### src/rtl/riscV_unrn_pkg.sv
// Shared definitions for the core's trap path.
// Contents: the trap sequencer state type, the mtval source selector
// used between the priority encoder and the sequencer, and the
// machine-mode cause codes.
package riscV_unrn_pkg;

   // Machine timer interrupt: interrupt bit set, code 7.
   localparam logic [31:0] M_TIMER_INT = 32'h8000_0007;

   // Synchronous exception cause codes.
   localparam logic [31:0] EXC_IAM     = 32'd0;
   localparam logic [31:0] EXC_ILL     = 32'd2;
   localparam logic [31:0] EXC_BRK     = 32'd3;
   localparam logic [31:0] EXC_LAM     = 32'd4;
   localparam logic [31:0] EXC_SAM     = 32'd6;
   localparam logic [31:0] EXC_ECALL_M = 32'd11;

   typedef enum logic [1:0] {
      IDLE = 2'd0,
      REQ  = 2'd1,
      VEC  = 2'd2,
      RET  = 2'd3
   } trap_state_t;

   // Which value becomes mtval for the selected trap.
   typedef enum logic [1:0] {
      INFO_ZERO  = 2'd0,
      INFO_ADDR  = 2'd1,
      INFO_INSTR = 2'd2,
      INFO_PC    = 2'd3
   } info_sel_t;

endpackage

### src/rtl/trap_priority_encoder.sv
// Fixed-priority selection among the pending trap sources.
// Inputs : timer, iam, ill, ebreak, ecall, lam, sam - already qualified
//          trap flags (timer enable and instruction-valid applied upstream).
// Outputs: hit      - at least one source is pending
//          cause    - cause code of the winning source
//          info_sel - which value the sequencer should report as mtval
module trap_priority_encoder
   import riscV_unrn_pkg::*;
(
   input  logic        timer,
   input  logic        iam,
   input  logic        ill,
   input  logic        ebreak,
   input  logic        ecall,
   input  logic        lam,
   input  logic        sam,
   output logic        hit,
   output logic [31:0] cause,
   output info_sel_t   info_sel
);

   always_comb begin
      hit      = 1'b1;
      cause    = 32'd0;
      info_sel = INFO_ZERO;
      if (timer) begin
         cause = M_TIMER_INT;
      end else if (iam) begin
         cause    = EXC_IAM;
         info_sel = INFO_ADDR;
      end else if (ill) begin
         cause    = EXC_ILL;
         info_sel = INFO_INSTR;
      end else if (ebreak) begin
         cause    = EXC_BRK;
         info_sel = INFO_PC;
      end else if (ecall) begin
         cause = EXC_ECALL_M;
      end else if (lam) begin
         cause    = EXC_LAM;
         info_sel = INFO_ADDR;
      end else if (sam) begin
         cause    = EXC_SAM;
         info_sel = INFO_ADDR;
      end else begin
         hit = 1'b0;
      end
   end

endmodule

### src/rtl/trap_sequencer.sv
// Initiator side of the trap interface to csrUnit.
// Picks one trap per commit boundary by fixed priority, issues a one-cycle
// exc_request_o with registered cause/mtval/pc, then redirects fetch to
// mtvec. An MRET at commit redirects fetch to mepc. trap_entry_o and
// trap_return_o are the mstatus stacking strobes for csrUnit.
// Ports:
//   clk, rst                      clock, synchronous active-high reset
//   instr_valid_i, pc_i, instr_i  committing instruction
//   exc_*_i, bad_addr_i           synchronous exception flags and address
//   mret_i, mtime_exc_i           MRET at commit, timer interrupt pending
//   mtvec_i, mepc_i               trap vector and saved PC from csrUnit
//   exc_request_o, exc_cause_o, trap_info_o, exc_pc_o   trap handshake
//   trap_entry_o, trap_return_o   mstatus stacking pulses
//   stall_o, flush_o              hold commit / kill in-flight instruction
//   redirect_valid_o, redirect_pc_o  fetch redirect
module trap_sequencer
   import riscV_unrn_pkg::*;
#(
   parameter int XLEN         = 32,
   parameter bit TIMER_INT_EN = 1'b1
) (
   input  logic            clk,
   input  logic            rst,
   input  logic            instr_valid_i,
   input  logic [XLEN-1:0] pc_i,
   input  logic [XLEN-1:0] instr_i,
   input  logic            exc_iam_i,
   input  logic            exc_ill_i,
   input  logic            exc_ebreak_i,
   input  logic            exc_ecall_i,
   input  logic            exc_lam_i,
   input  logic            exc_sam_i,
   input  logic [XLEN-1:0] bad_addr_i,
   input  logic            mret_i,
   input  logic            mtime_exc_i,
   input  logic [XLEN-1:0] mtvec_i,
   input  logic [XLEN-1:0] mepc_i,
   output logic            exc_request_o,
   output logic [XLEN-1:0] exc_cause_o,
   output logic [XLEN-1:0] trap_info_o,
   output logic [XLEN-1:0] exc_pc_o,
   output logic            trap_entry_o,
   output logic            trap_return_o,
   output logic            stall_o,
   output logic            flush_o,
   output logic            redirect_valid_o,
   output logic [XLEN-1:0] redirect_pc_o
);

   // Redirect targets are always word aligned.
   localparam logic [XLEN-1:0] ALIGN_MASK = ~XLEN'(3);

   trap_state_t     state_reg, state_next;
   logic [XLEN-1:0] cause_reg, info_reg, pc_reg, last_pc_reg;

   logic            timer_hit;
   logic            enc_hit;
   logic [31:0]     enc_cause;
   info_sel_t       enc_sel;
   logic [XLEN-1:0] info_next;
   logic [XLEN-1:0] trap_pc;
   logic            capture;

   // The timer is independent of commit; every other flag only counts
   // for an instruction actually at the commit boundary.
   assign timer_hit = TIMER_INT_EN & mtime_exc_i;

   trap_priority_encoder u_prio (
      .timer    (timer_hit),
      .iam      (instr_valid_i & exc_iam_i),
      .ill      (instr_valid_i & exc_ill_i),
      .ebreak   (instr_valid_i & exc_ebreak_i),
      .ecall    (instr_valid_i & exc_ecall_i),
      .lam      (instr_valid_i & exc_lam_i),
      .sam      (instr_valid_i & exc_sam_i),
      .hit      (enc_hit),
      .cause    (enc_cause),
      .info_sel (enc_sel)
   );

   always_comb begin
      info_next = '0;
      case (enc_sel)
         INFO_ADDR:  info_next = bad_addr_i;
         INFO_INSTR: info_next = instr_i;
         INFO_PC:    info_next = pc_i;
         default:    info_next = '0;
      endcase
   end

   // A timer trap between commits reports the last committed PC.
   assign trap_pc = instr_valid_i ? pc_i : last_pc_reg;

   always_comb begin
      state_next       = state_reg;
      capture          = 1'b0;
      exc_request_o    = 1'b0;
      trap_entry_o     = 1'b0;
      trap_return_o    = 1'b0;
      redirect_valid_o = 1'b0;
      redirect_pc_o    = '0;
      case (state_reg)
         IDLE: begin
            // A trap outranks an MRET in the same cycle.
            if (enc_hit) begin
               capture    = 1'b1;
               state_next = REQ;
            end else if (mret_i && instr_valid_i) begin
               state_next = RET;
            end
         end
         REQ: begin
            exc_request_o = 1'b1;
            trap_entry_o  = 1'b1;
            state_next    = VEC;
         end
         VEC: begin
            redirect_valid_o = 1'b1;
            redirect_pc_o    = mtvec_i & ALIGN_MASK;
            state_next       = IDLE;
         end
         RET: begin
            redirect_valid_o = 1'b1;
            redirect_pc_o    = mepc_i & ALIGN_MASK;
            trap_return_o    = 1'b1;
            state_next       = IDLE;
         end
         default: state_next = IDLE;
      endcase
   end

   // Stall immediately on detection so upstream holds the instruction,
   // and keep stalling until the sequence returns to IDLE.
   assign stall_o = (state_reg == IDLE) ? enc_hit : 1'b1;
   assign flush_o = stall_o;

   always_ff @(posedge clk) begin
      if (rst) begin
         state_reg   <= IDLE;
         cause_reg   <= '0;
         info_reg    <= '0;
         pc_reg      <= '0;
         last_pc_reg <= '0;
      end else begin
         state_reg <= state_next;
         if (capture) begin
            cause_reg <= XLEN'(enc_cause);
            info_reg  <= info_next;
            pc_reg    <= trap_pc;
         end
         if (instr_valid_i) begin
            last_pc_reg <= pc_i;
         end
      end
   end

   assign exc_cause_o = cause_reg;
   assign trap_info_o = info_reg;
   assign exc_pc_o    = pc_reg;

endmodule

### config.mk
export PLATFORM = sky130hd
export DESIGN_NAME = trap_sequencer
export DESIGN_NICKNAME = d
export VERILOG_FILES = /design/src/rtl/riscV_unrn_pkg.sv /design/src/rtl/trap_priority_encoder.sv /design/src/rtl/trap_sequencer.sv
export SDC_FILE = /design/constraint.sdc
export NUM_CORES = 1
export LEC_CHECK = 0
export ABC_AREA = 1
export CAP_MARGIN = 20
export CORE_MARGIN = 10
export CORE_UTILIZATION = 39
export DETAILED_ROUTE_END_ITERATION = 8
export GPL_TIMING_DRIVEN = 0
export PLACE_DENSITY = 0.91
export SYNTH_ARGS = -nofsm -noshare
export SYNTH_HDL_FRONTEND = slang
export SYNTH_SLANG_ARGS = --single-unit
### constraint.sdc
create_clock -name clk -period 2.6 [get_ports clk]
set_input_delay 0.78 -clock clk [delete_from_list [all_inputs] [get_ports clk]]
set_output_delay 0.78 -clock clk [all_outputs]
set_load 0.005 [all_outputs]
# Yosys cells after proc, flatten, opt, wreduce, memory -nomap -nowiden
# Index checks and enable logic that the tools add are counted.
# word_totals
regBits,130
input_bits,171
out_inout_bits,134
word_cells,54
# op_classes
eq_ne,7
mux,33
bitwise,6
n_reduce_logical,3
# ops
cell,count
$mux 32,7
$pmux 32 s3,1
$pmux 32 s2,1
$mux 2,8
$mux 1,14
$eq 2x2->1 const B,4
$and 1x1->1,6
$pmux 2 s3,1
$eq 2x1->1 const B,2
$mux 3,1
$ne 3x3->1 const B,1
$logic_not 2->1,1
$reduce_or 2->1,1
$logic_and 1x1->1,1

# Logic depth before layout (Yosys ltp)
# Gate-level depths: netlist of the first run.
# depth
ltp_word,10
mapped_depth,13
mapped_depth_nobuf,11

# By module
# Synthesis of the first run repeated with hierarchy kept, for this count alone.
# unflattened
cells_unflattened,956
hier_area_um2,6298.5
# by_module_without_submodules
module,instances,cells_each,area_per_inst_um2,seq_area_each_um2
trap_sequencer,1,904,5963.2,2602.5
trap_priority_encoder,1,52,335.3,0.0

# Worst setup path before layout of the first run
# Ideal clock, no wire load.
# synth_path
path_type,input to output
from,input instr_valid_i
to,output stall_o
arrival_time_ns,1.616
required_time_ns,1.820
path_slack_ns,0.204
path_stages,8
n_path_buf,2
path_cell_list,buf_4 > nand2_2 > nand2_2 > nor2_2 > nand4_2 > nor2_1 > inv_1 > buf_4
# synth_via
elab_chain_len,9
word_cells_on_any_way,14
classes_between,mux: 8; bitwise: 6
# synth_rtl
element,line,rtl
"start, declared",trap_sequencer.sv:24,"input logic instr_valid_i,"
$and 1x1->1,trap_sequencer.sv:75,".sam (instr_valid_i & exc_sam_i),"
$mux 1,trap_priority_encoder.sv:42,end else if (sam) begin
$mux 1,trap_priority_encoder.sv:39,end else if (lam) begin
$mux 1,trap_priority_encoder.sv:37,end else if (ecall) begin
$mux 1,trap_priority_encoder.sv:34,end else if (ebreak) begin
$mux 1,trap_priority_encoder.sv:31,end else if (ill) begin
$mux 1 (*),trap_priority_encoder.sv:28,end else if (iam) begin
$mux 1 (*),trap_priority_encoder.sv:26,if (timer) begin
$mux 1 (*),trap_sequencer.sv:134,assign stall_o = (state_reg == IDLE) ? enc_hit : 1'b1;
"end, declared",trap_sequencer.sv:44,"output logic stall_o,"
# Every way passes the cells marked *; elsewhere a longest branch is shown, timed or not.

# Worst setup path after layout of the first run
# layout_path
from,register state_reg[1]
to,output trap_return_o
# layout_via
elab_chain_len,2
# layout_rtl
element,line,rtl
"start, declared",trap_sequencer.sv:53,"trap_state_t state_reg, state_next;"
"start signal, assigned",trap_sequencer.sv:145,state_reg <= state_next;
$eq 2x2->1,trap_sequencer.sv:102,case (state_reg)
$mux 1,trap_sequencer.sv:102,
"end, declared",trap_sequencer.sv:43,"output logic trap_return_o,"
# No other way between the ends.

==> results.md, run 1 <==
* GRT Util Overall at 22.7%
* Hold crit path type: flip-flop to flip-flop
* Max Used Layer: met4
* Die area at 0.0193 mm^2
* Int Power at 3.16 mW
* Cells on worst reg2reg path at 7
* Post-route insts no fill at 1,271
* Clk sinks at 103
* Max-Cap Viols at 0
* Slew Viols, Final at 0
* DR WL met2 at 11,800 um
* # rows at 43
* Area of the core at 0.0139 mm^2
* RR Startpoint: state_reg[1]$_SDFFE_PP0P_
* Leakage at 4.10 nW
* Crit path DAT at 1740 ps
* Reg2Reg Capture Point: exc_pc_o[19]$_SDFFE_PP0P_
* Synth Cell Area at 0.00553 mm^2
* Port Buffer Count at 270
* Hold-fix buffers, CTS at 0
* Largest net degree at the start of global routing at 18
* CP max FO at 10
* Fin area at 0.00899 mm^2
* Max Freq at 397 MHz
* Placed Cells incl. Taps at 1,239
* Crit. End Element: primary output
* Drt drc at 0
* Reg power frac at 39.3%
* Min Hold Slack at 463 ps
* First-pass DRT Iterations at 5
* Pre-CTS setup slack at -892 ps
* Fin. Hold Viols at 0
* Fraction of layout cells with a size suffix above 1 at 14.2%
* Via density at 5.01
* Met3 wire length at 1980 um
* Sequential cell area fraction in the yosys report at 37.3%
* Worst path bufs/invs at 3
* Switching portion of total power at 31.0%
* Detailed-route wire length per cell at 18.5 um
* Initial Utilization at 39.8%
* Critical Path Source Type: flip-flop
* Smallest setup slack after layout at 84.3 ps
* Final period util at 96.8%
* Root Driver: clkbuf_16
* CP Data Required Time at 1820 ps
* Distinct cells, synth at 25
* HP Start: trap_info_o[30]$_SDFFE_PP0P_
* Comb pwr share at 32.3%
* Routability cong. at 0.871
* Starting DRC count in detailed routing at 259
* P_sw at 1.42 mW
* Number of buffers created by CTS at 9
* RSZ-0062 raised after global routing: no
* Minimum clock period after layout at 2520 ps
* Commonest non-fill, non-tap cells in the layout: clkdlybuf4s50_1, nand2_1, dfxtp_1
* Clock Power Share at 28.4%
* Die width at 139 um
* PD cells at 510 mW/mm^2
* Status: complete, no violations
* Area grow syn2layout at 62.7%
* R2R setup slack at 1020 ps
* H-Tree Depth at 3
* DP HPWL at 18,900 um
* Area leader, netlist: dfxtp_1
* CTS clk-pin slew, worst paths at 70 ps
* Initial antenna violation count at 2
* Slew @ Worst Pin at 765 ps
* Critical-path cell list: nand2_1, inv_1, buf_2, clkdlybuf4s50_1
* Mapped Cells at 761
* Met1 WL at 8760 um
* Mean Syn Cell Area at 7.26 um^2
* Hold path cells at 2
* Num ports at 305
* Rel. slew slack at 49.0%
* GRT overflow at 0
* Post-route antenna net violation count at 0
* Vias at 6,374
* Crit-path slowest cell: clkdlybuf4s50_1
* First-pass GRT wire length at 35,700 um
* YS warnings at 0
* Maximum vdd drop at 0.366 mV
* CTS tree: yes
* Vias in the first global route at 6,417
* Nets at 1,255
* Die height at 139 um
* Clk_lat worst skew at 350 ps
* Final WL at 23,500 um
* Post-synth top area share at 37.3%
* Hold EP: trap_info_o[30]$_SDFFE_PP0P_
* Worst Skew at 9.92 ps
* Largest cells by area after synthesis: dfxtp_1, nand2_1, a211oi_2
* Commonest non-fill, non-tap cell in the layout: clkdlybuf4s50_1
* Yosys reg bits at 103
* DP Area at 0.00856 mm^2
* Crit-path max cell delay at 540 ps
* Largest delay share family, worst path: buffers and inverters
* Setup Crit Path Kind: flip-flop to primary output
* Final setup fails at 0
* Max Root-Sink Buffers at 2
## cell usage after synthesis
cell / count
nor3_1: 1
inv_1: 43
nand4_1: 64
nor2_1: 71
buf_6: 4
a21oi_1: 36
nor2_2: 2
nand2_1: 202
conb_1: 1
buf_4: 35
o211ai_1: 2
buf_1: 7
o21ai_1: 1
clkbuf_1: 29
o21ai_0: 3
dfxtp_1: 103
a211oi_2: 32
inv_2: 2
clkinv_1: 1
nand2_2: 5
mux2i_1: 32
buf_2: 20
a211oi_1: 1
nand4_2: 1
nand3_1: 63
## cell type report
cell class              instances  area, um^2
multi-input cells             545        2910
clock buffers                  11         243
plain buffers                  93         549
diodes                          2        5.00
flip-flops and latches        103        2060
repair buffers                286        2780
well taps                     180         225
fillers                      1164        4890
inverters                      46         174
clock inverters                 5        41.3
## cells by family after synthesis
group           after synthesis  share of synthesized area [%]
other cells                   1                         0.0679
flops                       103                           37.3
mux                          32                           5.80
simple gates                409                           32.6
compound gates               75                           11.3
buf+inv                     141                           12.9
## what timing repair did
action / 4_1_cts / 5_1_grt
setup buffers: 9 / 7
pin swaps: 9 / 10
endpoints found under the setup margin: 35 / 5
cloned: 0 / 0
gates resized for setup: 75 / 15
## power groups by stage
stage	logic, mW	clock network (mW)	registers [mW]
6_report	1.48	1.30	1.80
5_1_grt	1.60	1.36	1.82
4_1_cts	1.47	1.30	1.80
3_5_place_dp	1.46	0	1.83
3_3_place_gp	1.43	0	1.82
2_1_floorplan	0.671	0	1.83
## metal layers
| layer | global-route usage [%] | vias to the layer above |
|---|---|---|
| met4 | 9.67 | 0 |
| met3 | 7.40 | 47 |
| met5 | 0 | - |
| met1 | 23.7 | 2929 |
| li1 | - | 3119 |
| met2 | 40.8 | 279 |
## tightest hold or removal path, stage by stage, from the launching register on
cell     delay, ps
dfxtp_1        310
nand2_1         60
a21oi_1         50
## per-stage QoR
step                      utilization [%]  setup TNS [ps]  power, mW
final                                64.8               0       4.58
after global routing                 64.8               0       4.78
after CTS                            64.3           -30.0       4.57
after detailed placement             61.7          -21390       3.29
after global placement               61.7          -18120       3.26
after floorplan                         -               0       2.51
## worst max path at each step
stage | from | to | slack (ps) | cells past startpoint
final | state_reg[1]$_SDFFE_PP0P_ | trap_return_o | 80 | 4
after global routing | state_reg[1]$_SDFFE_PP0P_ | trap_return_o | 7 | 4
after CTS | exc_sam_i | stall_o | -30 | 7
after detailed placement | instr_valid_i | stall_o | -890 | 9
after global placement | instr_valid_i | stall_o | -860 | 9
after floorplan | instr_valid_i | stall_o | 200 | 8
Power figures use the tool's default switching activity.
==> run 2, diff against run 1 <==
--- a/config.mk
+++ b/config.mk
@@ -10,7 +10,6 @@
 export CORE_MARGIN = 10
 export CORE_UTILIZATION = 39
 export DETAILED_ROUTE_END_ITERATION = 8
-export GPL_TIMING_DRIVEN = 0
 export PLACE_DENSITY = 0.91
 export SYNTH_ARGS = -nofsm -noshare
 export SYNTH_HDL_FRONTEND = slang
==> constraint.sdc (replaced) <==
create_clock -name clk -period 2.4 [get_ports clk]
set_input_delay 0.72 -clock clk [delete_from_list [all_inputs] [get_ports clk]]
set_output_delay 0.72 -clock clk [all_outputs]
set_load 0.005 [all_outputs]
==> results.md, run 2 (synthesized netlist as in run 1, its figures left out) <==
* Largest delay share family, worst path: simple AND/OR/NAND/NOR gates
* Crit path to: stall_o
* RR Startpoint: state_reg[1]$_SDFFE_PP0P_
* Critical-path cell list: clkdlybuf4s15_1, nand2_4, nand2_4, nor2_4, nand4_4, nor2_4, inv_2, buf_2
* PD cells at 564 mW/mm^2
* Vias at 6,308
* First-pass GRT wire length at 35,000 um
* Clk_lat worst skew at 350 ps
* Worst path bufs/invs at 3
* Final period util at 99.9%
* Register area at 0.00206 mm^2
* Die area at 0.0193 mm^2
* Critical Path Source Type: input port
* CP max FO at 2
* Drt drc at 0
* CTS clk-pin slew, worst paths at 70 ps
* Nets at 1,199
* Vias in the first global route at 6,147
* Maximum vdd drop at 0.401 mV
* DP HPWL at 17,500 um
* H-Tree Depth at 3
* R2R setup slack at 1090 ps
* Die width at 139 um
* Crit-path max cell delay at 240 ps
* First-pass DRT Iterations at 7
* Post-route antenna net violation count at 0
* Largest net degree at the start of global routing at 42
* Worst path depth at 8
* Hold crit path type: flip-flop to flip-flop
* # rows at 43
* Worst setup path start: exc_iam_i
* Max Freq at 417 MHz
* Min Hold Slack at 464 ps
* Status: complete, no violations
* Starting DRC count in detailed routing at 276
* Minimum clock period after layout at 2400 ps
* Post-layout util at 64.3%
* Port Buffer Count at 271
* CP Data Required Time at 1680 ps
* Area of the multi-input gates at 0.00291 mm^2
* Setup Crit Path Kind: input port to primary output
* Final setup fails at 0
* CTS tree: yes
* GRT overflow at 0
* Fin. Hold Viols at 0
* GRT Util Overall at 22.3%
* Commonest non-fill, non-tap cell in the layout: clkdlybuf4s50_1
* Cells on worst reg2reg path at 6
* Routability cong. at 0.919
* Num ports at 305
* Die height at 139 um
* Crit. End Element: primary output
* Clk sinks at 103
* Crit-path slowest cell: clkdlybuf4s15_1
* Root Driver: clkbuf_16
* Commonest non-fill, non-tap cells in the layout: clkdlybuf4s50_1, nand2_1, dfxtp_1
* Detailed-route wire length per cell at 19.0 um
* Crit path DAT at 1680 ps
* Max-Cap Viols at 0
* Slew Viols, Final at 0
* Hold path cells at 2
* Leakage at 4.01 nW
* Worst Skew at 6.44 ps
* Area of the core at 0.0139 mm^2
* Initial antenna violation count at 2
* Final WL at 23,100 um
* Filler cell count at 1,127
* Fraction of layout cells with a size suffix above 1 at 12.0%
* Area grow syn2layout at 61.4%
* Max Root-Sink Buffers at 2
* Via density at 5.19
* Initial Utilization at 39.8%
* Number of buffers created by CTS at 9
* Reg2Reg Capture Point: exc_pc_o[29]$_SDFFE_PP0P_
[run 2: cell types whose count changed in the layout (fill, tap and decap cells not counted), sizes merged]
cell,previous run,this run
clkbuf,40,12
clkdlybuf4s15,2,7
dlygate4sd2,31,27
clkinv,1,3
dlymetal6s2s,2,3
buf,85,56
clkdlybuf4s50,230,229
clkinvlp,4,2
[run 2: per-layer routing]
metal	global-route usage, %	share of wire, %
met5	0	0
met4	9.56	4.0
met1	24.6	38
met3	6.88	8.3
met2	38.8	50
[run 2: power breakdown]
part | switching [mW] | internal (mW) | total, mW
logic | 0.793 | 0.863 | 1.66
clock network | 0.685 | 0.743 | 1.43
registers | 0.0775 | 1.87 | 1.95
total | 1.56 | 3.48 | 5.03
[run 2: what timing repair did]
action                     in CTS  in global routing
setup buffers                  10                  1
pin swaps                       5                  5
resized for setup              57                 22
hold buffers                    0                  0
setup endpoints to repair      32                 40
[run 2: metrics by stage]
step / instances / instance area, um^2 / TNS [ps] / power [mW] / setup WS (ps)
finish: 1215 / 8920 / 0 / 5.03 / 1.82
global route: 1215 / 8920 / -115 / 5.25 / -62.4
CTS: 1212 / 8850 / -16.0 / 5.02 / -10.2
detailed placement: 1186 / 8520 / -12740 / 3.62 / -676
global placement: 1186 / 8520 / -9990 / 3.58 / -646
floorplan: 789 / 5630 / 0 / 2.71 / 124
[run 2: worst min-delay path by stage]
stage	start	endpoint	slack, ps
4_1_cts	trap_info_o[15]$_SDFFE_PP0P_	trap_info_o[15]$_SDFFE_PP0P_	460
2_1_floorplan	trap_info_o[10]$_SDFFE_PP0P_	trap_info_o[10]$_SDFFE_PP0P_	460
3_5_place_dp	trap_info_o[15]$_SDFFE_PP0P_	trap_info_o[15]$_SDFFE_PP0P_	450
5_1_grt	trap_info_o[21]$_SDFFE_PP0P_	trap_info_o[21]$_SDFFE_PP0P_	480
6_report	trap_info_o[15]$_SDFFE_PP0P_	trap_info_o[15]$_SDFFE_PP0P_	460
3_3_place_gp	trap_info_o[18]$_SDFFE_PP0P_	trap_info_o[18]$_SDFFE_PP0P_	450
[run 2: worst register-to-register path, cell delays in order (launching register included)]
cell and delay [ps]:
dfxtp_2 350, nor2_1 150, nand2_2 80, clkinv_2 100, buf_4 290, nor2_1 110, a211oi_2 150
[run 2: cell type report]
class                   instances  share of cell area [%]
clock inverters                 5                   0.463
multi-input cells             545                    32.6
well taps                     180                    2.52
repair buffers                323                    36.5
clock buffers                  11                    2.72
diodes                          2                  0.0561
flip-flops and latches        103                    23.1
inverters                      46                    1.96
